File: src/rtl/leaderboard_pkg.sv
// leaderboard_pkg: shared types and codes for the top-3 best-time leaderboard
package leaderboard_pkg;

   typedef enum logic [1:0] {
      IDLE,
      CMP,
      SHIFT,
      ANNOUNCE
   } lb_state_e;

   // Wide all-ones pattern; truncated to TIME_W it marks an unused table slot.
   localparam logic [63:0] EMPTY_TIME = '1;

   localparam logic [2:0] DISP_R1  = 3'b100;
   localparam logic [2:0] DISP_R2  = 3'b101;
   localparam logic [2:0] DISP_R3  = 3'b110;
   localparam logic [2:0] DISP_CLR = 3'b111;

   localparam logic [1:0] SF_NONE = 2'b00;
   localparam logic [1:0] SF_FAST = 2'b01;
   localparam logic [1:0] SF_SLOW = 2'b10;

   localparam logic [1:0] MODE_TIMED = 2'b01;

endpackage

File: src/rtl/lb_pulse_timer.sv
// lb_pulse_timer: fixed-length sound pulse on one of three rank channels
module lb_pulse_timer
   import leaderboard_pkg::*;
#(
   parameter int CYCLES = 4
) (
   input  logic       clk,
   input  logic       rst_n,
   input  logic       start_i,
   input  logic [1:0] sel_i,
   output logic       done_o,
   output logic [2:0] sound_o
);

   localparam int CW = $clog2(CYCLES + 1);

   logic [CW-1:0] cnt_q;
   logic [2:0]    sel_q;

   // Load the counter and latch the channel on start, then count down to idle.
   always_ff @(posedge clk or negedge rst_n) begin
      if (!rst_n) begin
         cnt_q <= '0;
         sel_q <= '0;
      end else if (start_i) begin
         cnt_q <= CW'(CYCLES);
         sel_q <= 3'b001 << sel_i;
      end else if (cnt_q != '0) begin
         cnt_q <= cnt_q - CW'(1);
      end
   end

   assign done_o  = cnt_q == CW'(1);
   assign sound_o = cnt_q != '0 ? sel_q : 3'b000;

endmodule

File: src/rtl/leaderboard_sequencer.sv
// leaderboard_sequencer: serial-compare insertion into a top-3 best-time table
module leaderboard_sequencer
   import leaderboard_pkg::*;
#(
   parameter int TIME_W       = 22,
   parameter int SOUND_CYCLES = 50_000_000
) (
   input  logic              clk,
   input  logic              rst_n,
   input  logic              time_valid,
   input  logic [TIME_W-1:0] time_in,
   input  logic [1:0]        stopwatch_mode,
   input  logic [2:0]        display_mode,
   output logic [TIME_W-1:0] leaderboard_number,
   output logic              signal_sound_1,
   output logic              signal_sound_2,
   output logic              signal_sound_3,
   output logic [2:0]        leaderboard_LED,
   output logic [1:0]        slow_or_fast,
   output logic              busy,
   output logic              dropped
);

   localparam logic [TIME_W-1:0] EMPTY = TIME_W'(EMPTY_TIME);

   lb_state_e                   state_q;
   logic [2:0][TIME_W-1:0]      e_q;
   logic [TIME_W-1:0]           cand_q;
   logic [1:0]                  idx_q;
   logic [1:0]                  pos_q;
   logic                        placed_q;
   logic [2:0]                  led_q;
   logic [1:0]                  sf_q;
   logic                        dropped_q;
   logic [TIME_W-1:0]           num_q;
   logic [TIME_W-1:0]           num_d;
   logic                        timer_done;
   logic [2:0]                  sound;

   lb_pulse_timer #(.CYCLES(SOUND_CYCLES)) u_timer (
      .clk    (clk),
      .rst_n  (rst_n),
      .start_i(state_q == SHIFT),
      .sel_i  (pos_q),
      .done_o (timer_done),
      .sound_o(sound)
   );

   // Sequencer: accept a run, walk the ranks one per cycle, shift it in, announce.
   always_ff @(posedge clk or negedge rst_n) begin
      if (!rst_n) begin
         state_q   <= IDLE;
         e_q       <= {3{EMPTY}};
         cand_q    <= '0;
         idx_q     <= '0;
         pos_q     <= '0;
         placed_q  <= 1'b0;
         led_q     <= '0;
         sf_q      <= SF_NONE;
         dropped_q <= 1'b0;
      end else begin
         if (time_valid && state_q != IDLE) dropped_q <= 1'b1;
         case (state_q)
            IDLE: begin
               if (display_mode == DISP_CLR) begin
                  e_q   <= {3{EMPTY}};
                  led_q <= '0;
                  sf_q  <= SF_NONE;
               end else if (time_valid && stopwatch_mode == MODE_TIMED) begin
                  cand_q  <= time_in;
                  idx_q   <= '0;
                  state_q <= CMP;
               end
            end
            CMP: begin
               if (cand_q < e_q[idx_q]) begin
                  pos_q   <= idx_q;
                  state_q <= SHIFT;
               end else if (idx_q == 2'd2) begin
                  placed_q <= 1'b0;
                  led_q    <= '0;
                  sf_q     <= SF_SLOW;
                  state_q  <= ANNOUNCE;
               end else begin
                  idx_q <= idx_q + 2'd1;
               end
            end
            SHIFT: begin
               e_q[0]   <= pos_q == 2'd0 ? cand_q : e_q[0];
               e_q[1]   <= pos_q == 2'd1 ? cand_q : pos_q == 2'd0 ? e_q[0] : e_q[1];
               e_q[2]   <= pos_q == 2'd2 ? cand_q : e_q[1];
               placed_q <= 1'b1;
               led_q    <= 3'b001 << pos_q;
               sf_q     <= SF_FAST;
               state_q  <= ANNOUNCE;
            end
            ANNOUNCE: begin
               if (!placed_q || timer_done) state_q <= IDLE;
            end
            default: state_q <= IDLE;
         endcase
      end
   end

   // Display source select: a rank slot, blank on clear, otherwise the live time.
   always_comb begin
      num_d = display_mode == DISP_R1  ? e_q[0] :
              display_mode == DISP_R2  ? e_q[1] :
              display_mode == DISP_R3  ? e_q[2] :
              display_mode == DISP_CLR ? '0     : time_in;
   end

   // Register the display value so the 7-segment path sees a clean, timed output.
   always_ff @(posedge clk or negedge rst_n) begin
      if (!rst_n) num_q <= '0;
      else        num_q <= num_d;
   end

   assign leaderboard_number = num_q;
   assign signal_sound_1     = sound[0];
   assign signal_sound_2     = sound[1];
   assign signal_sound_3     = sound[2];
   assign leaderboard_LED    = led_q;
   assign slow_or_fast       = sf_q;
   assign busy               = state_q != IDLE;
   assign dropped            = dropped_q;

endmodule
File: config.mk
export PLATFORM = sky130hd
export DESIGN_NAME = leaderboard_sequencer
export DESIGN_NICKNAME = d
export VERILOG_FILES = /design/src/rtl/leaderboard_pkg.sv /design/src/rtl/lb_pulse_timer.sv /design/src/rtl/leaderboard_sequencer.sv
export SDC_FILE = /design/constraint.sdc
export NUM_CORES = 1
export LEC_CHECK = 0
export CAP_MARGIN = 20
export CORE_ASPECT_RATIO = 0.5
export CORE_MARGIN = 3
export CORE_UTILIZATION = 63
export DETAILED_ROUTE_END_ITERATION = 10
export PLACE_DENSITY = 0.82
export SLEW_MARGIN = 20
export SYNTH_ARGS = -nofsm -noshare
export SYNTH_HDL_FRONTEND = slang
export SYNTH_SLANG_ARGS = --single-unit
File: constraint.sdc
create_clock -name clk -period 8.4 [get_ports clk]
set_input_delay 0.84 -clock clk [delete_from_list [all_inputs] [get_ports clk]]
set_output_delay 0.84 -clock clk [all_outputs]
set_load 0.005 [all_outputs]
Word level (Yosys, flattened, before mapping):

Index checks and enable logic that the tools add are counted.

* add/subtract/negate cells: 2
* magnitude comparators: 2
* equality and inequality tests: 22
* shift-type cells: 1
* mux-type cells: 37
* bitwise gates (word level): 1
* reductions and logical operators: 22

Operators with widths (number)
* $mux W22: 9
* $pmux W66 S2: 1
* $mux W66: 1
* $mux W26: 2
* $bmux W22 S2: 1
* $eq A26 B1 Y1 const B: 1
* $reduce_bool A26 Y1: 1
* $sub A26 B1 Y26 const B: 1
* $mux W2: 12
* $lt A22 B22 Y1: 1
* $ne A2 B2 Y1 const B: 8
* $eq A3 B3 Y1 const B: 4
* $mux W3: 4
* $reduce_and A3 Y1: 4
* $reduce_bool A2 Y1: 5
* $pmux W3 S3: 1
* $eq A2 B2 Y1 const B: 4
* $pmux W2 S4: 1
* $reduce_and A4 Y1: 2
* $eq A2 B1 Y1 const B: 3
* $ne A3 B3 Y1 const B: 2
* $pmux W2 S3: 1
* $reduce_and A5 Y1: 1
* $logic_not A2 Y1: 2
* other kinds (12): 15

* register bits after elaboration: 152
* bits of input ports: 30
* output and inout port bits: 32
* word-level logic and storage cells: 101

Depth between registers and ports, before layout:

Gate-level depths: netlist of run 1.

* depth after elaboration: 5
* gate-level depth with buffers: 13
* depth with buffers taken out: 11

Cells and area by module:

From an unflattened synthesis of run 1, not the netlist that was laid out.

* cell total of the unflattened synthesis: 934
* area, all modules: 8577.0 sq um

Modules (own cells, without submodules)
* leaderboard_sequencer: instances 1, cells each 762, area each 6851.6 sq um, seq. area each 3160.5 sq um
* lb_pulse_timer: instances 1, cells each 172, area each 1725.4 sq um, seq. area each 725.7 sq um

Worst setup path after synthesis of run 1:

No wires, ideal clock.

* kind: register -> register
* start point: reg idx_q[1]
* end point: reg led_q[0], in the netlist leaderboard_LED[0]
* setup time: 0.128 ns
* arrival time: 3.081 ns
* data required time: 8.272 ns
* setup slack: 5.191 ns
* cell stages (with the launch flop): 14
* path buffers: 2
* clock period less this slack: 3.209 ns
* cells stage by stage: dfrtp_1 -> buf_2 -> buf_1 -> mux2i_1 -> nor2_1 -> a21oi_1 -> ha_1 -> nand4_1 -> nor4_1 -> a221oi_1 -> o211ai_1 -> nor2_1 -> a21o_1 -> mux2_1

* word-level cells in the longest chain between the ends: 5
* elaborated cells on any way between the ends: 7
* those cells by class: order compare: 1; eq/ne: 3; mux: 2; reduce/logical: 1

Ends and longest elaborated chain
* from (decl): line leaderboard_sequencer.sv:29 `logic [1:0] idx_q;`
* from (signal assigned): line leaderboard_sequencer.sv:85 `idx_q <= idx_q + 2'd1;`
* $bmux W22 S2: line leaderboard_sequencer.sv:76 `if (cand_q < e_q[idx_q]) begin`
* $mux W22 (not written as such): line leaderboard_sequencer.sv:76
* $lt A22 B22 Y1: line leaderboard_sequencer.sv:76
* $ne A2 B2 Y1 (no source line)
* $reduce_and A4 Y1 (no source line) *
* to (signal assigned): line leaderboard_sequencer.sv:93 `led_q <= 3'b001 << pos_q;`
* to (decl): line leaderboard_sequencer.sv:32 `logic [2:0] led_q;`

Every way passes the cells marked *; elsewhere a longest branch is shown, timed or not. The select of a mux whose other input is x is not followed.
A chain may end at the register's enable or synchronous reset.

Worst setup path in the final report of run 1:

* start point: reg idx_q[0]
* end point: reg led_q[1], in the netlist leaderboard_LED[1]

Same word-level chain as after synthesis.

==> reports/metrics.csv, run 1 <==
stage,metric,value,unit
die,die width,164.9,µm
timing,fin. max-slew vios,0,
status,run status,"finished, final reports clean",
synthesis,Synth top area share,27.05,%
die,die height,85.47,µm
min_path,Hold Path Class,flip-flop to flip-flop,
timing,f_max,0.2514,GHz
pwr,peak supply drop,0.2649,mV
pwr,Power Total,3.792,mW
finish,share of cells above drive strength 1,17.06,%
critical_path,crit start category,flip-flop,
die,FP Rows,28,
synthesis,most frequent cell after synthesis,nand2_1,
finish,Ant. Diodes,0,
grt,gr usage total,30.49,%
synthesis,synthesized cell area,7956,µm²
finish,register area,3886,µm²
die,Starting Density,65.83,%
synthesis,Synth cell types,59,
routing,drt pass-1 iters,5,
timing,Worst Tran Pin Value,1.167,ns
die,boundary pin count,62,
pwr,Psw,1.543,mW
synthesis,Post-synth EDFFs,0,
synthesis,Synth Register Bits,152,
synthesis,ys flop type,dfrtp_1,
synthesis,main area contributors after synthesis,"dfrtp_1, dfstp_2, nand2_1",
grt,largest net degree at the start of global routing,87,
clock_tree,Setup Buffers After CTS,0,
routing,vias per cell,6.338,
synthesis,Synth top cells by count,"nand2_1, dfrtp_1, nor2_1",
die,Die ar.,14100,µm²
clock_tree,TritonCTS Buffers,17,
finish,nets,938,
grt,wire length of the first global-routing pass,33920,µm
finish,"Cell Count, Final, Fillers Out",1056,
critical_path,Worst Path Arrival,4.27,ns
clock_tree,clk root buf,clkbuf_16,
critical_path,largest fanout on the critical path,27,
grt,vias in the first global route,6709,
routing,overall routed net length,20000,µm
timing,Fin Setup TNS,0,ns
pwr,Logic pwr share,42.2,%
placement,HPWL Detailed,12360,µm
timing,Tmin final,3.978,ns
clock_tree,CTS Sinks,152,
synthesis,Synth Net Count,894,
synthesis,Synth Area per Inst,9.529,µm²
job,Max-cap violations,0,
clock_tree,clk_lat worst skew,0.42,ns
synthesis,synth warn,0,
clock_tree,CTS H-tree depth,4,
pwr,LEAKAGE,3.994,nW
placement,Placed Cells,1025,
clock_tree,Resized Gates After CTS,0,
synthesis,sequential share of the synthesized area,48.84,%
clock_tree,TritonCTS clock tree,yes,
finish,fill count,838,
pwr,Sw Ratio,40.70,%
timing,Final Hold Vio Count,0,
grt,Overflow after GRT,0,
routing,1st-iter DRT viols,648,
die,floorplan core area,12090,µm²
pwr,clock share of power,19.0,%
critical_path,kind of critical path,flip-flop to flip-flop,
pwr,internal power,2.249,mW
critical_path,R2R setup slack,4.42,ns
timing,Clock Skew,0.008584,ns
finish,Synth-to-Final Area Change,16.29,%
routing,via count,6693,
placement,Port Buf Inserts,61,
critical_path,worst path required time,8.70,ns
routing,Wirelength per Cell,18.94,µm
synthesis,"FFs w/ async S/R, synth",100.0,%
grt,antenna violations before repair,0,
clock_tree,hold buffers post-CTS,0,
critical_path,Worst setup EP type,flip-flop,
finish,area of the multi-input gates,3855,µm²
finish,utilization after layout,76.55,%
placement,Final GP Congestion,0.8373,
timing,worst rel slew slack,22.18,%
pwr,PwrDens,409.8,nW/µm²
timing,# setup viols final,0,
clock_tree,clock-pin slew on the worst setup and hold paths,0.06,ns
pwr,Seq pwr share,38.8,%
synthesis,Yosys top cell by area,dfrtp_1,
timing,Final period util,47.36,%
routing,post-route ant nets,0,
timing,unrepaired setup endpoints after global routing,no,
routing,drt drc,0,
synthesis,Gate Count Post-Synth,835,
clock_tree,maximum clock path buffer count,2,
[final timing paths]
kind,from,cells after the start,endpoint
max,idx_q[0],12,leaderboard_LED[1]
min,dropped,1,dropped
max reg2reg,idx_q[0],12,leaderboard_LED[1]
min reg2reg,dropped,1,dropped
max in group asynchronous,rst_n,2,cand_q[9]
min in group asynchronous,rst_n,1,u_timer.cnt_q[22]
[cells by family after synthesis]
family          synth area share (%)
compound gates                 17.25
fa+ha+maj                      4.560
xor+xnor                       1.431
buf+inv                        2.831
mux                            7.014
flops                          48.84
simple gates                   18.07
[worst max-delay path, stage by stage (launching register included)]
cell and delay [ns]:
dfrtp_1 0.93, inv_1 0.19, nor2_1 0.15, buf_4 0.28, a21oi_1 0.11, ha_1 0.29
a21oi_1 0.15, o21ai_0 0.14, a221oi_1 0.26, o211ai_1 0.18, nor2_1 0.51, a21o_1 0.31
mux2_1 0.35
[power by group through the flow]
stage               registers [mW]  clock network, mW  logic, mW
floorplan                     1.35                  0       1.18
global placement              1.45                  0       1.49
detailed placement            1.46                  0       1.56
CTS                           1.46              0.724       1.59
global route                  1.51              0.760       1.80
finish                        1.47              0.721       1.60
[final cells by class]
cell class	count	share of cell area, %
clock buffer	19	4.787
clock inverter	12	1.122
inverter	9	0.3651
multi-input combinational	624	41.66
sequential	152	42.00
tap	165	2.231
timing repair buffer	75	7.830
[per-stage QoR]
step           setup slack, ns  cell area, µm²  hold WS [ns]
2_1_floorplan            5.191            7956        0.4452
3_3_place_gp             4.730            8688        0.4354
3_5_place_dp             4.541            8703        0.4472
4_1_cts                  4.492            9250        0.4617
5_1_grt                  4.140            9253        0.4778
6_report                 4.422            9253        0.4582
[per-layer routing]
layer	GRT usage, %	vias to the layer above	share of wire [%]
met2	48.99	337	47
met3	5.997	34	8.3
met4	8.600	0	1.2
met1	42.68	3286	44
li1	-	3036	-
met5	0	-	0
[cells in the final DEF (no fill, tap or decap), types with 3 or more instances in the layout]
master	n
nand2_1	186
dfrtp_1	86
nor2_1	70
dfstp_2	66
clkdlybuf4s50_1	60
a31oi_1	44
a21oi_1	41
o21ai_0	35
ha_1	29
a21o_1	27
mux2_2	24
o22a_1	23
mux2i_1	22
a22oi_1	22
clkbuf_16	17
buf_4	13
inv_1	9
or3_1	9
xnor2_1	9
o21ai_1	6
mux2_1	6
nand3_1	5
nor4_1	5
clkinv_2	5
nor3_2	4
xor2_1	4
and2_1	4
nor2b_1	4
o211ai_1	3
or4_1	3
and3_1	3
nand4_1	3
clkinvlp_4	3
[state kept, by name (all words and copies together), names as in the netlist, 3 cells and up]
signal / flops
e_q: 66
u_timer.cnt_q: 26
cand_q: 22
leaderboard_number: 22
leaderboard_LED: 3
u_timer.sel_q: 3
Power figures use the tool's default switching activity.
==> run 2: changes to the inputs <==
--- a/config.mk
+++ b/config.mk
@@ -8,9 +8,9 @@
 export CAP_MARGIN = 20
 export CORE_ASPECT_RATIO = 0.5
 export CORE_MARGIN = 3
-export CORE_UTILIZATION = 63
+export CORE_UTILIZATION = 53
 export DETAILED_ROUTE_END_ITERATION = 10
-export PLACE_DENSITY = 0.82
+export PLACE_DENSITY = 0.73
 export SLEW_MARGIN = 20
 export SYNTH_ARGS = -nofsm -noshare
 export SYNTH_HDL_FRONTEND = slang
==> constraint.sdc (replaced) <==
create_clock -name clk -period 3.2 [get_ports clk]
set_input_delay 0.32 -clock clk [delete_from_list [all_inputs] [get_ports clk]]
set_output_delay 0.32 -clock clk [all_outputs]
set_load 0.005 [all_outputs]
==> reports/metrics.csv, run 2 (synthesis results as in run 1) <==
stage,metric,value,unit,change
clock_tree,TritonCTS Buffers,17,,unchanged
critical_path,Worst setup EP type,output port,,was flip-flop
clock_tree,clock-pin slew on the worst setup and hold paths,0.06,ns,about the same
finish,"Cell Count, Final, Fillers Out",1097,,was 1056
critical_path,Critical R2R Launch,idx_q[1],,was idx_q[0]
routing,post-route ant nets,0,,unchanged
finish,max FFs per register,66,,unchanged
timing,Worst Tran Pin Value,0.7495,ns,was 1.167 ns
timing,unrepaired setup endpoints after global routing,no,,unchanged
die,Starting Density,56.37,%,was 65.83%
routing,1st-iter DRT viols,517,,was 648
timing,f_max,0.3327,GHz,
critical_path,largest fanout on the critical path,9,,was 27
grt,Overflow after GRT,0,,unchanged
placement,Port Buf Inserts,61,,unchanged
timing,# setup viols final,0,,unchanged
timing,Final Hold Vio Count,0,,unchanged
routing,drt drc,0,,unchanged
pwr,PwrDens,1094,nW/µm²,was 409.8 nW/µm²
clock_tree,clk_lat worst skew,0.43,ns,was 0.42 ns
die,die height,92.64,µm,was 85.47 µm
pwr,LEAKAGE,4.106,nW,was 3.994 nW
grt,vias in the first global route,6576,,was 6709
die,die width,179.3,µm,was 164.9 µm
timing,fin. max-slew vios,0,,unchanged
pwr,peak supply drop,0.6346,mV,was 0.2649 mV
finish,share of cells above drive strength 1,18.12,%,was 17.06%
grt,antenna violations before repair,0,,unchanged
critical_path,kind of critical path,flip-flop to output port,,was flip-flop to flip-flop
critical_path,crit start category,flip-flop,,unchanged
finish,fill count,1093,,was 838
timing,Final period util,93.94,%,
timing,Fin Setup TNS,0,ns,unchanged
finish,"most common cell after layout, fill and taps aside",nand2_1,,unchanged
clock_tree,clk root buf,clkbuf_16,,unchanged
min_path,Hold Path Class,input pin to asynchronous set/reset pin,,was flip-flop to flip-flop
die,boundary pin count,62,,unchanged
finish,nets,951,,was 938
placement,Placed Cells,1064,,was 1025
die,FP Rows,30,,was 28
die,floorplan core area,14110,µm²,was 12090 µm²
critical_path,worst reg-to-reg path cell count,12,,unchanged
critical_path,worst path required time,2.88,ns,was 8.70 ns
critical_path,R2R Path End,placed_q,,was leaderboard_LED[1]
critical_path,Worst Path Arrival,2.69,ns,was 4.27 ns
status,run status,"finished, final reports clean",,unchanged
routing,overall routed net length,20720,µm,was 20000 µm
finish,"commonest cells after routing, fill and taps aside","nand2_1, dfrtp_1, nor2_1",,unchanged
routing,via count,6669,,was 6693
job,Max-cap violations,0,,unchanged
clock_tree,maximum clock path buffer count,2,,unchanged
routing,vias per cell,6.079,,was 6.338
finish,largest register by flop count,e_q,,unchanged
clock_tree,Setup Buffers After CTS,0,,unchanged
critical_path,crit path from,u_timer.cnt_q[19],,was idx_q[0]
placement,HPWL Detailed,12880,µm,was 12360 µm
grt,wire length of the first global-routing pass,34270,µm,was 33920 µm
clock_tree,TritonCTS clock tree,yes,,unchanged
routing,drt pass-1 iters,6,,was 5
timing,Tmin final,3.006,ns,
finish,Ant. Diodes,0,,unchanged
timing,worst rel slew slack,49.70,%,was 22.18%
die,Die ar.,16610,µm²,was 14100 µm²
critical_path,CP Capture Point,signal_sound_2,,was leaderboard_LED[1]
placement,Final GP Congestion,0.8352,,was 0.8373
grt,gr usage total,26.34,%,was 30.49%
timing,Clock Skew,0.008158,ns,was 0.008584 ns
clock_tree,CTS H-tree depth,4,,unchanged
finish,Synth-to-Final Area Change,19.63,%,was 16.29%
grt,largest net degree at the start of global routing,66,,was 87
clock_tree,CTS Sinks,152,,unchanged
critical_path,R2R setup slack,0.24,ns,was 4.42 ns
routing,Wirelength per Cell,18.89,µm,was 18.94 µm
finish,Regs by FF count,"e_q x66, u_timer.cnt_q x26",,unchanged
## run 2: cell type report
class	instances	area, µm²	area share (%)
sequential	152	3886	40.83
multi-input combinational	624	3867	40.63
timing repair buffer	88	837.1	8.795
clock buffer	21	460.4	4.838
tap	192	240.2	2.524
clock inverter	11	192.7	2.024
inverter	9	33.78	0.3549
## run 2: power breakdown
part	internal [mW]	total [mW]	switching [mW]
clock network	1.43	2.25	0.822
logic	1.94	4.39	2.45
registers	2.97	3.77	0.799
## run 2: critical path, cell delays in order, from the launching register on
cell and delay (ns):
dfrtp_1 0.42, or4_4 0.57, nor4_4 0.36, nand4_4 0.22
and2_1 0.23, clkdlybuf4s50_1 0.46
## run 2: worst min path at each step
stage / from / slack, ns / end / depth (start not counted)
after floorplan: rst_n / 0.02 / cand_q[0] / 0
after global placement: rst_n / 0.32 / u_timer.cnt_q[21] / 1
after detailed placement: rst_n / 0.33 / u_timer.cnt_q[22] / 1
after CTS: rst_n / 0.45 / leaderboard_LED[0] / 2
after global routing: rst_n / 0.47 / u_timer.cnt_q[21] / 2
final: rst_n / 0.43 / u_timer.cnt_q[22] / 2
## run 2: through the flow
step	setup slack, ns	utilization (%)	hold WS [ns]	instance area [µm²]	total power, mW
CTS	0.1232	67.26	0.4472	9493	10.38
finish	0.1939	67.44	0.4297	9518	10.42
global placement	0.3444	62.56	0.3240	8830	7.908
global route	0.01603	67.44	0.4691	9518	11.20
floorplan	0.05048	-	0.02441	7958	6.632
detailed placement	0.2164	62.56	0.3304	8830	8.074
## run 2: timing repair
action                     CTS  global route
setup endpoints to repair    0            11
hold endpoints to repair    45             0
hold buffers                 1             0
gates resized for setup      0             5
## run 2: layer usage
metal,up-vias,track usage [%],wire (µm)
li1,3059,-,-
met1,3357,36.41,9570
met2,218,41.10,9397
met3,35,5.815,1399
met4,0,9.126,351
met5,-,0,0
==> run 3: changes to the inputs <==
--- a/config.mk
+++ b/config.mk
@@ -9,6 +9,7 @@
 export CORE_ASPECT_RATIO = 0.5
 export CORE_MARGIN = 3
 export CORE_UTILIZATION = 53
+export CTS_CLUSTER_DIAMETER = 100
 export DETAILED_ROUTE_END_ITERATION = 10
 export PLACE_DENSITY = 0.73
 export SLEW_MARGIN = 20
==> results of run 3 <==
No change in the layout: final DEF, timing and power equal those of run 2.
